===== src/rtl/psum_pkg.sv =====
// Shared psum types and the accumulate/saturate helper.
// Optional saturation is enabled by defining PSUM_ACCUM_SAT_EN.
package psum_pkg;

  localparam int DEF_PSUM_W = 48;
  localparam int DEF_MEM_W  = 64;

  typedef logic signed [DEF_PSUM_W-1:0] psum_t;

  localparam psum_t PSUM_MAX = {1'b0, {(DEF_PSUM_W-1){1'b1}}};
  localparam psum_t PSUM_MIN = {1'b1, {(DEF_PSUM_W-1){1'b0}}};

  // Signed overflow: operands agree in sign but the wrapped sum does not.
  function automatic logic psum_ovf(psum_t a, psum_t b);
    psum_t s;
    s = a + b;
    return (a[DEF_PSUM_W-1] == b[DEF_PSUM_W-1]) && (s[DEF_PSUM_W-1] != a[DEF_PSUM_W-1]);
  endfunction

  function automatic psum_t psum_add(psum_t a, psum_t b);
    psum_t s;
    s = a + b;
`ifdef PSUM_ACCUM_SAT_EN
    if (psum_ovf(a, b)) s = a[DEF_PSUM_W-1] ? PSUM_MIN : PSUM_MAX;
`endif
    return s;
  endfunction

endpackage


===== src/rtl/psum_fwd_sel.sv =====
// Old-value select for the accumulate stage: first-pass zero, then
// forwarding from the two younger writes, else the bank read data.
module psum_fwd_sel
  import psum_pkg::*;
#(
  parameter int PSUM_W = DEF_PSUM_W,
  parameter int ADDR_W = 32
) (
  input  logic              first,
  input  logic [ADDR_W-1:0] s1_addr,
  input  logic              s2_vld,
  input  logic [ADDR_W-1:0] s2_addr,
  input  logic [PSUM_W-1:0] s2_data,
  input  logic              s3_vld,
  input  logic [ADDR_W-1:0] s3_addr,
  input  logic [PSUM_W-1:0] s3_data,
  input  logic [PSUM_W-1:0] rd_data,
  output logic [PSUM_W-1:0] old
);

  always_comb begin
    old = rd_data;
    if (first)                              old = '0;
    else if (s2_vld && s2_addr == s1_addr)  old = s2_data;
    else if (s3_vld && s3_addr == s1_addr)  old = s3_data;
  end

endmodule


===== src/rtl/psum_accum.sv =====
// Per-row psum read-modify-write accumulator in front of a read-first bank.
// Define PSUM_ACCUM_SAT_EN for saturating sums and a sticky sat_flag.
module psum_accum
  import psum_pkg::*;
#(
  parameter int PSUM_W = DEF_PSUM_W,
  parameter int MEM_W  = DEF_MEM_W,
  parameter int ADDR_W = 32
) (
  input  logic               clk,
  input  logic               rst_n,
  input  logic               in_valid,
  input  logic               in_first,
  input  logic [ADDR_W-1:0]  in_addr,
  input  logic [PSUM_W-1:0]  in_psum,
  input  logic               clr_count,
  output logic [ADDR_W-1:0]  mem_rd_addr,
  input  logic [MEM_W-1:0]   mem_rd_data,
  output logic [MEM_W/8-1:0] mem_we,
  output logic [ADDR_W-1:0]  mem_wr_addr,
  output logic [MEM_W-1:0]   mem_wr_data,
  output logic               busy,
  output logic [31:0]        wr_count,
  output logic               sat_flag
);

  localparam int STAGES = 2;
  localparam int BE_W   = MEM_W/8;
  localparam logic [BE_W-1:0] WE_MASK = {BE_W{1'b1}} >> ((MEM_W-PSUM_W)/8);

  // vld_pipe[0]=S1, [1]=S2 (write on the bus), [2]=S3 (forwarding only)
  logic [STAGES:0]   vld_pipe;
  logic              s1_first;
  logic [ADDR_W-1:0] s1_addr, s2_addr, s3_addr;
  logic [PSUM_W-1:0] s1_psum, s2_data, s3_data;
  logic [PSUM_W-1:0] old, sum;
  psum_t             op_a, op_b;

  logic unused_rd_hi;
  assign unused_rd_hi = ^mem_rd_data[MEM_W-1:PSUM_W];

  assign mem_rd_addr = in_addr;

  psum_fwd_sel #(.PSUM_W(PSUM_W), .ADDR_W(ADDR_W)) u_fwd (
    .first   (s1_first),
    .s1_addr (s1_addr),
    .s2_vld  (vld_pipe[1]),
    .s2_addr (s2_addr),
    .s2_data (s2_data),
    .s3_vld  (vld_pipe[2]),
    .s3_addr (s3_addr),
    .s3_data (s3_data),
    .rd_data (mem_rd_data[PSUM_W-1:0]),
    .old     (old)
  );

  assign op_a = psum_t'(old);
  assign op_b = psum_t'(s1_psum);
  assign sum  = PSUM_W'(psum_add(op_a, op_b));

  always_ff @(posedge clk) begin
    if (!rst_n) begin
      vld_pipe <= '0;
      s2_addr  <= '0;
      s2_data  <= '0;
      wr_count <= '0;
    end else begin
      vld_pipe <= {vld_pipe[STAGES-1:0], in_valid};
      if (vld_pipe[0]) begin
        s2_addr <= s1_addr;
        s2_data <= sum;
      end
      if (clr_count)        wr_count <= '0;
      else if (vld_pipe[1]) wr_count <= wr_count + 32'd1;
    end
  end

  // Datapath-only registers; their valids qualify them.
  always_ff @(posedge clk) begin
    if (in_valid) begin
      s1_first <= in_first;
      s1_addr  <= in_addr;
      s1_psum  <= in_psum;
    end
    if (vld_pipe[1]) begin
      s3_addr <= s2_addr;
      s3_data <= s2_data;
    end
  end

`ifdef PSUM_ACCUM_SAT_EN
  always_ff @(posedge clk) begin
    if (!rst_n)                                         sat_flag <= 1'b0;
    else if (vld_pipe[0] && psum_ovf(op_a, op_b))       sat_flag <= 1'b1;
  end
`else
  assign sat_flag = 1'b0;
`endif

  assign mem_we      = vld_pipe[1] ? WE_MASK : '0;
  assign mem_wr_addr = s2_addr;
  assign mem_wr_data = MEM_W'(s2_data);
  assign busy        = in_valid | vld_pipe[0] | vld_pipe[1];

endmodule

===== config.mk =====
export PLATFORM = sky130hd
export DESIGN_NAME = psum_accum
export DESIGN_NICKNAME = d
export VERILOG_FILES = /design/src/rtl/psum_pkg.sv /design/src/rtl/psum_fwd_sel.sv /design/src/rtl/psum_accum.sv
export SDC_FILE = /design/constraint.sdc
export NUM_CORES = 1
export LEC_CHECK = 0
export ABC_CLOCK_PERIOD_IN_PS = 7700
export CORE_ASPECT_RATIO = 0.5
export CORE_MARGIN = 2
export CORE_UTILIZATION = 29
export CTS_CLUSTER_DIAMETER = 30
export DETAILED_ROUTE_END_ITERATION = 8
export PLACE_DENSITY = 0.48
export SLEW_MARGIN = 20
export SYNTH_ARGS = -nofsm -noshare
export SYNTH_HDL_FRONTEND = slang
export SYNTH_SLANG_ARGS = --single-unit

===== constraint.sdc =====
create_clock -name clk -period 7.7 [get_ports clk]
set_clock_uncertainty 0.05 [all_clocks]
set_input_delay 0.77 -clock clk [delete_from_list [all_inputs] [get_ports clk]]
set_output_delay 0.77 -clock clk [all_outputs]
set_load 0.05 [all_outputs]

[After elaboration in Yosys (flattened, before gate mapping)]
Cells that the tools add are included.
Storage, ports and cells
  register bits after elaboration: 276
  memories kept: 0
  word-level logic and storage cells: 23
  bits in latches: 0
  input port bits: 149
  bits in read-only memories: 0
  bits in writable memories: 0
  output and inout bits: 170
Cells by class
  reductions and logical operators: 3
  divide/modulo/power cells: 0
  mux-type cells: 4
  eq/ne operators: 2
  add/subtract/negate cells: 2
  multipliers: 0
  bitwise logic cells: 3
  order comparisons: 0
  shift operators: 0
Operators by type and width (number)
  $mux 48: 3
  $eq 32x32->1: 2
  $add 48x48->48: 1
  $add 32x1->32 const B: 1
  $mux 6: 1
  $logic_and 1x1->1: 2
  $or 1x1->1: 2
  $reduce_or 2->1: 1
  $not 1->1: 1

[Logic depth before layout (Yosys ltp)]
Gate-level depths: netlist of run 1.
  word-level depth: 6
  gate-level depth with buffers: 22
  gate-level depth less buffers: 19

[By module]
A second synthesis of run 1 with hierarchy kept.
Unflattened totals
  cells, all modules: 1358
  area total of the unflattened synthesis: 14450.1 um2
By module, submodules not included
  psum_accum: seq. area each 7136.8 um2, area an instance 12583.3 um2, cells each 1095, times used 1
  psum_fwd_sel: seq. area each 0.0 um2, area an instance 1866.8 um2, cells each 263, times used 1

[Least setup slack after synthesis of run 1]
Ideal clock, no wire load.
  path kind: flip-flop to flip-flop
  from: reg vld_pipe[1]
  to: reg s2_data[39]
  cell stages (with the launch flop): 20
  setup slack: 1280 ps
  arrival time: 6248 ps
  clock period less this slack: 6420 ps
  data required time: 7528 ps
  buffers on the path: 5
  library setup time: 122 ps
  cells stage by stage: dfxtp_1 clkbuf_1 nand4_1 or4_1 clkbuf_1 clkbuf_1 clkbuf_1 a211oi_1 ha_1 buf_4 nand4_1 o221ai_1 a221o_1 nand2_1 o21ai_2 o32a_1 a31o_2 a221oi_2 nor4b_1 a311o_1
Between the ends
  cells in the longest elaborated chain, start to end: 4
Ends and longest elaborated chain
  start: declaration: RTL line psum_accum.sv:32  | logic [STAGES:0] vld_pipe;
  start signal: assignment: RTL line psum_accum.sv:68  | vld_pipe <= {vld_pipe[STAGES-1:0], in_valid};
  $logic_and 1x1->1: RTL line psum_fwd_sel.sv:24  | else if (s2_vld && s2_addr == s1_addr) old = s2_data;
  $mux 48: RTL line psum_fwd_sel.sv:24
  $mux 48: RTL line psum_fwd_sel.sv:23  | if (first) old = '0;
  $add 48x48->48: RTL line psum_pkg.sv:22  | s = a + b;
  end signal: assignment: RTL line psum_accum.sv:71  | s2_data <= sum;
  end: declaration: RTL line psum_accum.sv:35  | logic [PSUM_W-1:0] s1_psum, s2_data, s3_data;
Every way passes these cells.
A chain may end at the register's enable or synchronous reset.

[Worst setup path in the final report of run 1]
  from: reg s1_addr[12]
  to: reg s2_data[46]
Between the ends
  cells in the longest elaborated chain, start to end: 6
  elaborated cells between the ends (all ways): 8
  those cells by class: add/sub (1); eq/ne (2); mux (3); reduce/logical (2)
Ends and longest elaborated chain
  start: declaration: RTL line psum_accum.sv:34  | logic [ADDR_W-1:0] s1_addr, s2_addr, s3_addr;
  start signal: assignment: RTL line psum_accum.sv:82  | s1_addr <= in_addr;
  $eq 32x32->1: RTL line psum_fwd_sel.sv:25  | else if (s3_vld && s3_addr == s1_addr) old = s3_data;
  $logic_and 1x1->1: RTL line psum_fwd_sel.sv:25
  $mux 48: RTL line psum_fwd_sel.sv:25
  $mux 48 (*): RTL line psum_fwd_sel.sv:24
  $mux 48 (*): RTL line psum_fwd_sel.sv:23
  $add 48x48->48 (*): RTL line psum_pkg.sv:22
Every way passes the cells marked *; elsewhere a longest branch is shown, timed or not.

==> results of run 1 <==
==> cell usage in the layout, fill, tap and decap left out, types with 31 or more instances in the layout <==
cell,instances
clkdlybuf4s50_1,281
edfxtp_1,161
dfxtp_1,113
mux2i_1,107
nor2_1,95
xnor2_1,68
nor2b_1,66
xor2_1,58
clkbuf_16,52
a211oi_1,51
a21oi_1,51
nand2_1,50
ha_1,48
nand3_1,31
==> power by group through the flow <==
stage / registers [mW] / logic, mW / clock network (mW)
2_1_floorplan: 1.85 / 0.411 / 0
3_3_place_gp: 1.76 / 0.757 / 0
3_5_place_dp: 1.76 / 0.760 / 0
4_1_cts: 1.73 / 0.764 / 2.27
5_1_grt: 1.74 / 0.817 / 2.35
6_report: 1.73 / 0.758 / 2.22
==> flip-flops by register name (all words and copies together), names as in the netlist <==
register     count
mem_wr_addr     32
op_b            48
s1_addr         32
s1_first         1
s2_data         48
s3_addr         32
s3_data         48
vld_pipe         3
wr_count        32
==> layout make-up <==
cell class | instances | area (um2)
Timing Repair Buffer | 291 | 2900
Tap cell | 638 | 798
Clock inverter | 35 | 353
Sequential cell | 276 | 7140
Multi-Input combinational cell | 866 | 6200
Fill cell | 4507 | 28300
Clock buffer | 61 | 1370
Inverter | 15 | 56.3
==> critical path, stage by stage, from the launching register on <==
cell      delay [ns]
edfxtp_1        0.43
xnor2_1         0.35
nand4_1         0.20
nor4_1          0.39
nand4_1         0.13
or4_4           0.87
nor2_1          0.19
a211oi_1        0.07
ha_1            0.25
fa_1            0.44
a211oi_1        0.32
nor2_2          0.11
o22ai_2         0.27
a211oi_1        0.20
o41ai_2         0.72
o31ai_1         0.20
nor2b_1         0.19
a31oi_1         0.22
xor2_1          0.16
o21ai_1         0.06
==> per-layer routing <==
| metal | track usage | vias to the layer above | part of all wire |
|---|---|---|---|
| met1 | 0.192 | 5053 | 0.43 |
| met3 | 0.0281 | 62 | 0.031 |
| li1 | - | 5038 | - |
| met5 | 0 | - | 0 |
| met2 | 0.286 | 148 | 0.52 |
| met4 | 0.0400 | 0 | 0.019 |
==> final timing paths <==
kind | slack, ns | cells past startpoint | endpoint
setup / recovery | 1.71 | 19 | s2_data[46]
hold / removal | 0.45 | 0 | s3_data[20]
setup reg to reg | 1.71 | 19 | s2_data[46]
hold reg to reg | 0.45 | 0 | s3_data[20]
==> metrics by stage <==
step                      utilization  area [um2]  total power, mW  worst slack [ns]
after floorplan                     -       14000             2.26              1.28
after global placement          0.363       17100             2.51              1.86
after detailed placement        0.363       17100             2.52              1.82
after CTS                       0.399       18800             4.77              1.80
after global routing            0.399       18800             4.91              1.28
final                           0.399       18800             4.71              1.71
==> kinds of logic (layout without fill, tap and decap cells) <==
family          count (synthesis)  in the layout  share of synthesized area
buf+inv                       123            402                     0.0499
other cells                     1             19                   0.000269
compound gates                222            222                      0.112
mux                           107            107                     0.0768
fa+ha+maj                      49             49                     0.0445
flops                         276            276                      0.511
xor+xnor                      126            126                     0.0791
simple gates                  343            343                      0.126
==> out/metrics.cfg, run 1 <==
[status]
status = complete, no violations

[power]
irDropWorstVdd_uv = 141
share_clk_of_total_power = 0.471
power_density_nw_per_um2 = 250
p_sw_frac = 0.278
pwr-share-comb = 0.161
power_switching_mw = 1.31
seqPwrFrac = 0.368
intPower_mw = 3.40
p_leak_nw = 6.87

[synth]
async_reset_ff_frac = 0
synth_cell_types = 67
synth_top_area_share = 0.346
yosysWarnings = 0
yosys.cell_count.top_type = edfxtp_1
netlist_top_cells_area = edfxtp_1 (35%), dfxtp_1 (16%), mux2i_1 (7.7%), ha_1 (4.3%), xnor2_1 (4.3%)
ys_top_cells_by_count = edfxtp_1 (161), dfxtp_1 (115), mux2i_1 (107)
synth_cells = 1247
syn_area_per_cell_um2 = 11.2
ys_ff_latch = 276
yosys.area.top_type = edfxtp_1
synth-edff-count = 161
synth-seq-area-share = 0.511
netlist_area_um2 = 14000
synth_ff_type = edfxtp_1

[min_path]
hold_class = reg -> reg
hold_start = s2_data[20]

[die]
start_util = 0.296
fp.dieW_um = 314
pin_count = 319
dieArea_um2 = 50000
coreArea_um2 = 47200
die_h_um = 159
rows = 56

[routing]
drt_iter0_drc = 413
vias = 10300
drc_errors = 0
drt-vias-per-instance = 4.72
drtPass1Iterations = 4
drt-total-wl_um = 39800
ant_nets = 0
wire_per_inst_um = 18.3

[worst_setup_path]
cp-start-kind = flip-flop
r2r_start = s1_addr[12]
end_kind = flip-flop
arrival_ns = 6.35
cp_max_fo = 57
critical_path.startpoint = s1_addr[12]
path_class = reg -> reg
critPathRequiredTime_ns = 8.07

[timing]
max_freq_mhz = 167
min_period_ns = 5.99
timing.final.max_slew_violations = 0
hold_violations = 0
whs_ns = 0.445
tns_ns = 0
tightest_slew_ns = 1.03
rsz0062_at_grt = no
fin_crit_sh = 0.778
slew-limit-headroom = 0.315
setup_violations = 0

[grt]
grt_start_max_net_pins = 58
grt_util_all_layers = 0.157
grt_pass1_vias = 10800
antenna_found_initial = 0
grt-ovfl-total = 0
grt_pass1_wl_um = 62300

[placed_design]
dp_hpwl_um = 28100
dpl.cell_count = 2086
io_buffers = 283
gp_congestion = 0.825

[clock_tree]
ctsHoldBuffers = 0
cts_resized = 0
cts_tree = yes
post_cts_buffers = 0
clock_sinks = 276
cts-root-buf = clkbuf_16
clkTransAtPathRegs_ns = 0.05
htreeDepth = 2
clkLatencyLatePin_ns = 0.56
cts_buffers = 52
clk_path_buf_depth = 3

[layout]
antenna_cells = 0
nets = 1700
drive_gt1_frac = 0.0725
layout-area-overhead-vs-synth_pct = 34.8
final_cells = 2182

[flow_run]
drv_cap = 0

Note: power is estimated with default switching activity, not from simulation.
==> run 2, diff against run 1 <==
Settings changed: ABC_CLOCK_PERIOD_IN_PS 7700 to 4900, PLACE_DENSITY 0.48 to 0.5.
Clock period 7.7 ns to 4.9 ns, I/O delays scaled along.
==> run 2 against run 1 <==
Net effect: the run now ends with setup timing left; global-route usage rose by 0.93 points; die area did not move; critical path depth rose by 1; fmax rose by 20%; highest routed layer unchanged; first-iteration DRC count rose by 15%; non-clock buffer count rose by 207; sequential cell count did not move; worst hold slack got worse by 0.061 ns; final cell count rose by 9.4%; clock power rose by 56%.
==> out/metrics.cfg, run 2 (same netlist as run 1, synthesis figures left out) <==
[die]
fp.dieW_um = 314  ; unchanged
coreArea_um2 = 47200  ; unchanged
die_h_um = 159  ; unchanged
rows = 56  ; unchanged
dieArea_um2 = 50000  ; unchanged
pin_count = 319  ; unchanged
start_util = 0.296  ; unchanged

[power]
irDropWorstVdd_uv = 228  ; was 141 uV
share_clk_of_total_power = 0.450  ; was 0.471
p_sw_frac = 0.284  ; was 0.278
power_mw = 7.69  ; was 4.71 mW
power_density_nw_per_um2 = 363  ; was 250 nW/um2
intPower_mw = 5.51  ; was 3.40 mW
pwr-share-comb = 0.197  ; was 0.161
p_leak_nw = 8.09  ; was 6.87 nW
seqPwrFrac = 0.353  ; was 0.368
power_switching_mw = 2.18  ; was 1.31 mW

[clock_tree]
cts_buffers = 50  ; was 52
clkTransAtPathRegs_ns = 0.05  ; about the same
htreeDepth = 2  ; unchanged
cts_tree = yes  ; unchanged
clock_sinks = 276  ; unchanged
clk_path_buf_depth = 3  ; unchanged
cts-root-buf = clkbuf_16  ; unchanged
clkLatencyLatePin_ns = 0.56  ; about the same

[grt]
grt_pass1_wl_um = 66100  ; was 62300 um
grt_pass1_vias = 11700  ; was 10800
grt-ovfl-total = 0  ; unchanged
antenna_found_initial = 0  ; unchanged
grt_util_all_layers = 0.167  ; was 0.157
grt_start_max_net_pins = 92  ; was 58

[timing]
whs_ns = 0.384  ; was 0.445 ns
tightest_slew_ns = 1.02  ; was 1.03 ns
slew-limit-headroom = 0.320  ; was 0.315
hold_violations = 0  ; unchanged
layout_setup_ws_ns = -0.0757  ; was 1.71 ns
timing.final.max_slew_violations = 0  ; unchanged
setup_violations = 5  ; was 0
rsz0062_at_grt = yes  ; was no
max_freq_mhz = 201  ; was 167 MHz
min_period_ns = 4.98  ; was 5.99 ns
fin_crit_sh = 1.02  ; was 0.778

[layout]
layout_commonest_cell = clkdlybuf4s50_1  ; unchanged
drive_gt1_frac = 0.244  ; was 0.0725
antenna_cells = 0  ; unchanged
layout-area-overhead-vs-synth_pct = 52.0  ; was 34.8%
final_cell_mix = clkdlybuf4s50_1 (281), buf_4 (186), edfxtp_1 (161), dfxtp_1 (105), mux2i_1 (100)  ; was clkdlybuf4s50_1 (281), edfxtp_1 (161), dfxtp_1 (113), mux2i_1 (107), nor2_1 (95)
nets = 1905  ; was 1700
final_area_um2 = 21200  ; was 18800 um2

[flow_run]
drv_cap = 0  ; unchanged

[routing]
drc_errors = 0  ; unchanged
vias = 11100  ; was 10300
drt-total-wl_um = 42900  ; was 39800 um
drtPass1Iterations = 5  ; was 4
drt-vias-per-instance = 4.65  ; was 4.72
drt_iter0_drc = 475  ; was 413
ant_nets = 0  ; unchanged
wire_per_inst_um = 18.0  ; was 18.3 um

[min_path]
hold_class = in -> reg  ; was reg -> reg

[worst_setup_path]
path_class = reg -> reg  ; unchanged
arrival_ns = 5.37  ; was 6.35 ns
cp_max_fo = 6  ; was 57
critPathRequiredTime_ns = 5.29  ; was 8.07 ns
cp-start-kind = flip-flop  ; unchanged
end_kind = flip-flop  ; unchanged

[placed_design]
placedInstanceArea_um2 = 18400  ; was 17100 um2
gp_congestion = 0.830  ; was 0.825
dp_hpwl_um = 30500  ; was 28100 um
io_buffers = 283  ; unchanged

[status]
status = finished, violations left  ; was complete, no violations
violations = setup timing

run 2: cell count changes in the layout (fill, tap and decap cells not counted), sizes merged:
| cell | previous run | this run |
|---|---|---|
| buf | 10 | 214 |
| clkinvlp | 4 | 6 |
| clkinv | 21 | 19 |
| inv | 20 | 22 |
| clkbuf | 61 | 60 |
run 2: cell type report:
cell class / count / area (um2)
fillers: 4385 / 25900
flip-flops and latches: 276 / 7150
multi-input cells: 866 / 6850
repair buffers: 498 / 4650
clock buffers: 57 / 1310
well taps: 638 / 798
clock inverters: 37 / 397
inverters: 15 / 56.3
run 2: worst paths after layout:
check	startpoint	to	slack, ns	cells after the start
max	s1_addr[12]	s2_data[39]	-0.08	20
min	in_valid	s1_addr[5]	0.38	1
max reg2reg	s1_addr[12]	s2_data[39]	-0.08	20
min reg2reg	s2_data[22]	s3_data[22]	0.44	0
run 2: timing repair:
action	4_1_cts	5_1_grt
endpoints found under the setup margin	17	22
resized for setup	55	96
pin swaps	45	51
endpoints found under the hold margin	0	0
hold buffers	0	0
cloned	1	4
buffers inserted	22	17
run 2: worst max-delay path, stage by stage, from the launching register on:
cell       delay (ns)
edfxtp_1         0.42
xnor2_2          0.21
buf_4            0.13
nand4_1          0.12
nor4_2           0.23
nand4_1          0.12
or4_4            0.67
clkbuf_16        0.22
a211oi_2         0.22
ha_1             0.30
buf_6            0.13
a21o_1           0.15
a21oi_2          0.17
a21oi_2          0.11
o21ai_2          0.21
a21oi_2          0.09
o32a_1           0.39
a31o_4           0.28
a221oi_4         0.25
nor4b_2          0.08
a311o_1          0.29
run 2: per-stage QoR:
stage                     instances  utilization  TNS (ns)  setup slack (ns)
after detailed placement       2253        0.391     -2.73            -0.296
after floorplan                1265            -  -0.00109          -0.00109
final                          2387        0.450    -0.173           -0.0757
after global routing           2387        0.450     -3.55            -0.330
after CTS                      2370        0.438   -0.0207           -0.0150
after global placement         2253        0.391     -2.08            -0.267
run 2: power by group through the flow:
| stage | combinational [mW] | sequential (mW) | clock, mW |
|---|---|---|---|
| 2_1_floorplan | 0.649 | 2.90 | 0 |
| 3_3_place_gp | 1.39 | 2.75 | 0 |
| 3_5_place_dp | 1.39 | 2.76 | 0 |
| 4_1_cts | 1.46 | 2.71 | 3.54 |
| 5_1_grt | 1.63 | 2.73 | 3.67 |
| 6_report | 1.52 | 2.71 | 3.46 |
run 2: metal layers:
layer / vias up / track usage / share of wire
li1: 5442 / - / -
met1: 5418 / 0.194 / 0.41
met2: 180 / 0.314 / 0.53
met3: 59 / 0.0289 / 0.033
met4: 0 / 0.0426 / 0.019
met5: - / 0 / 0
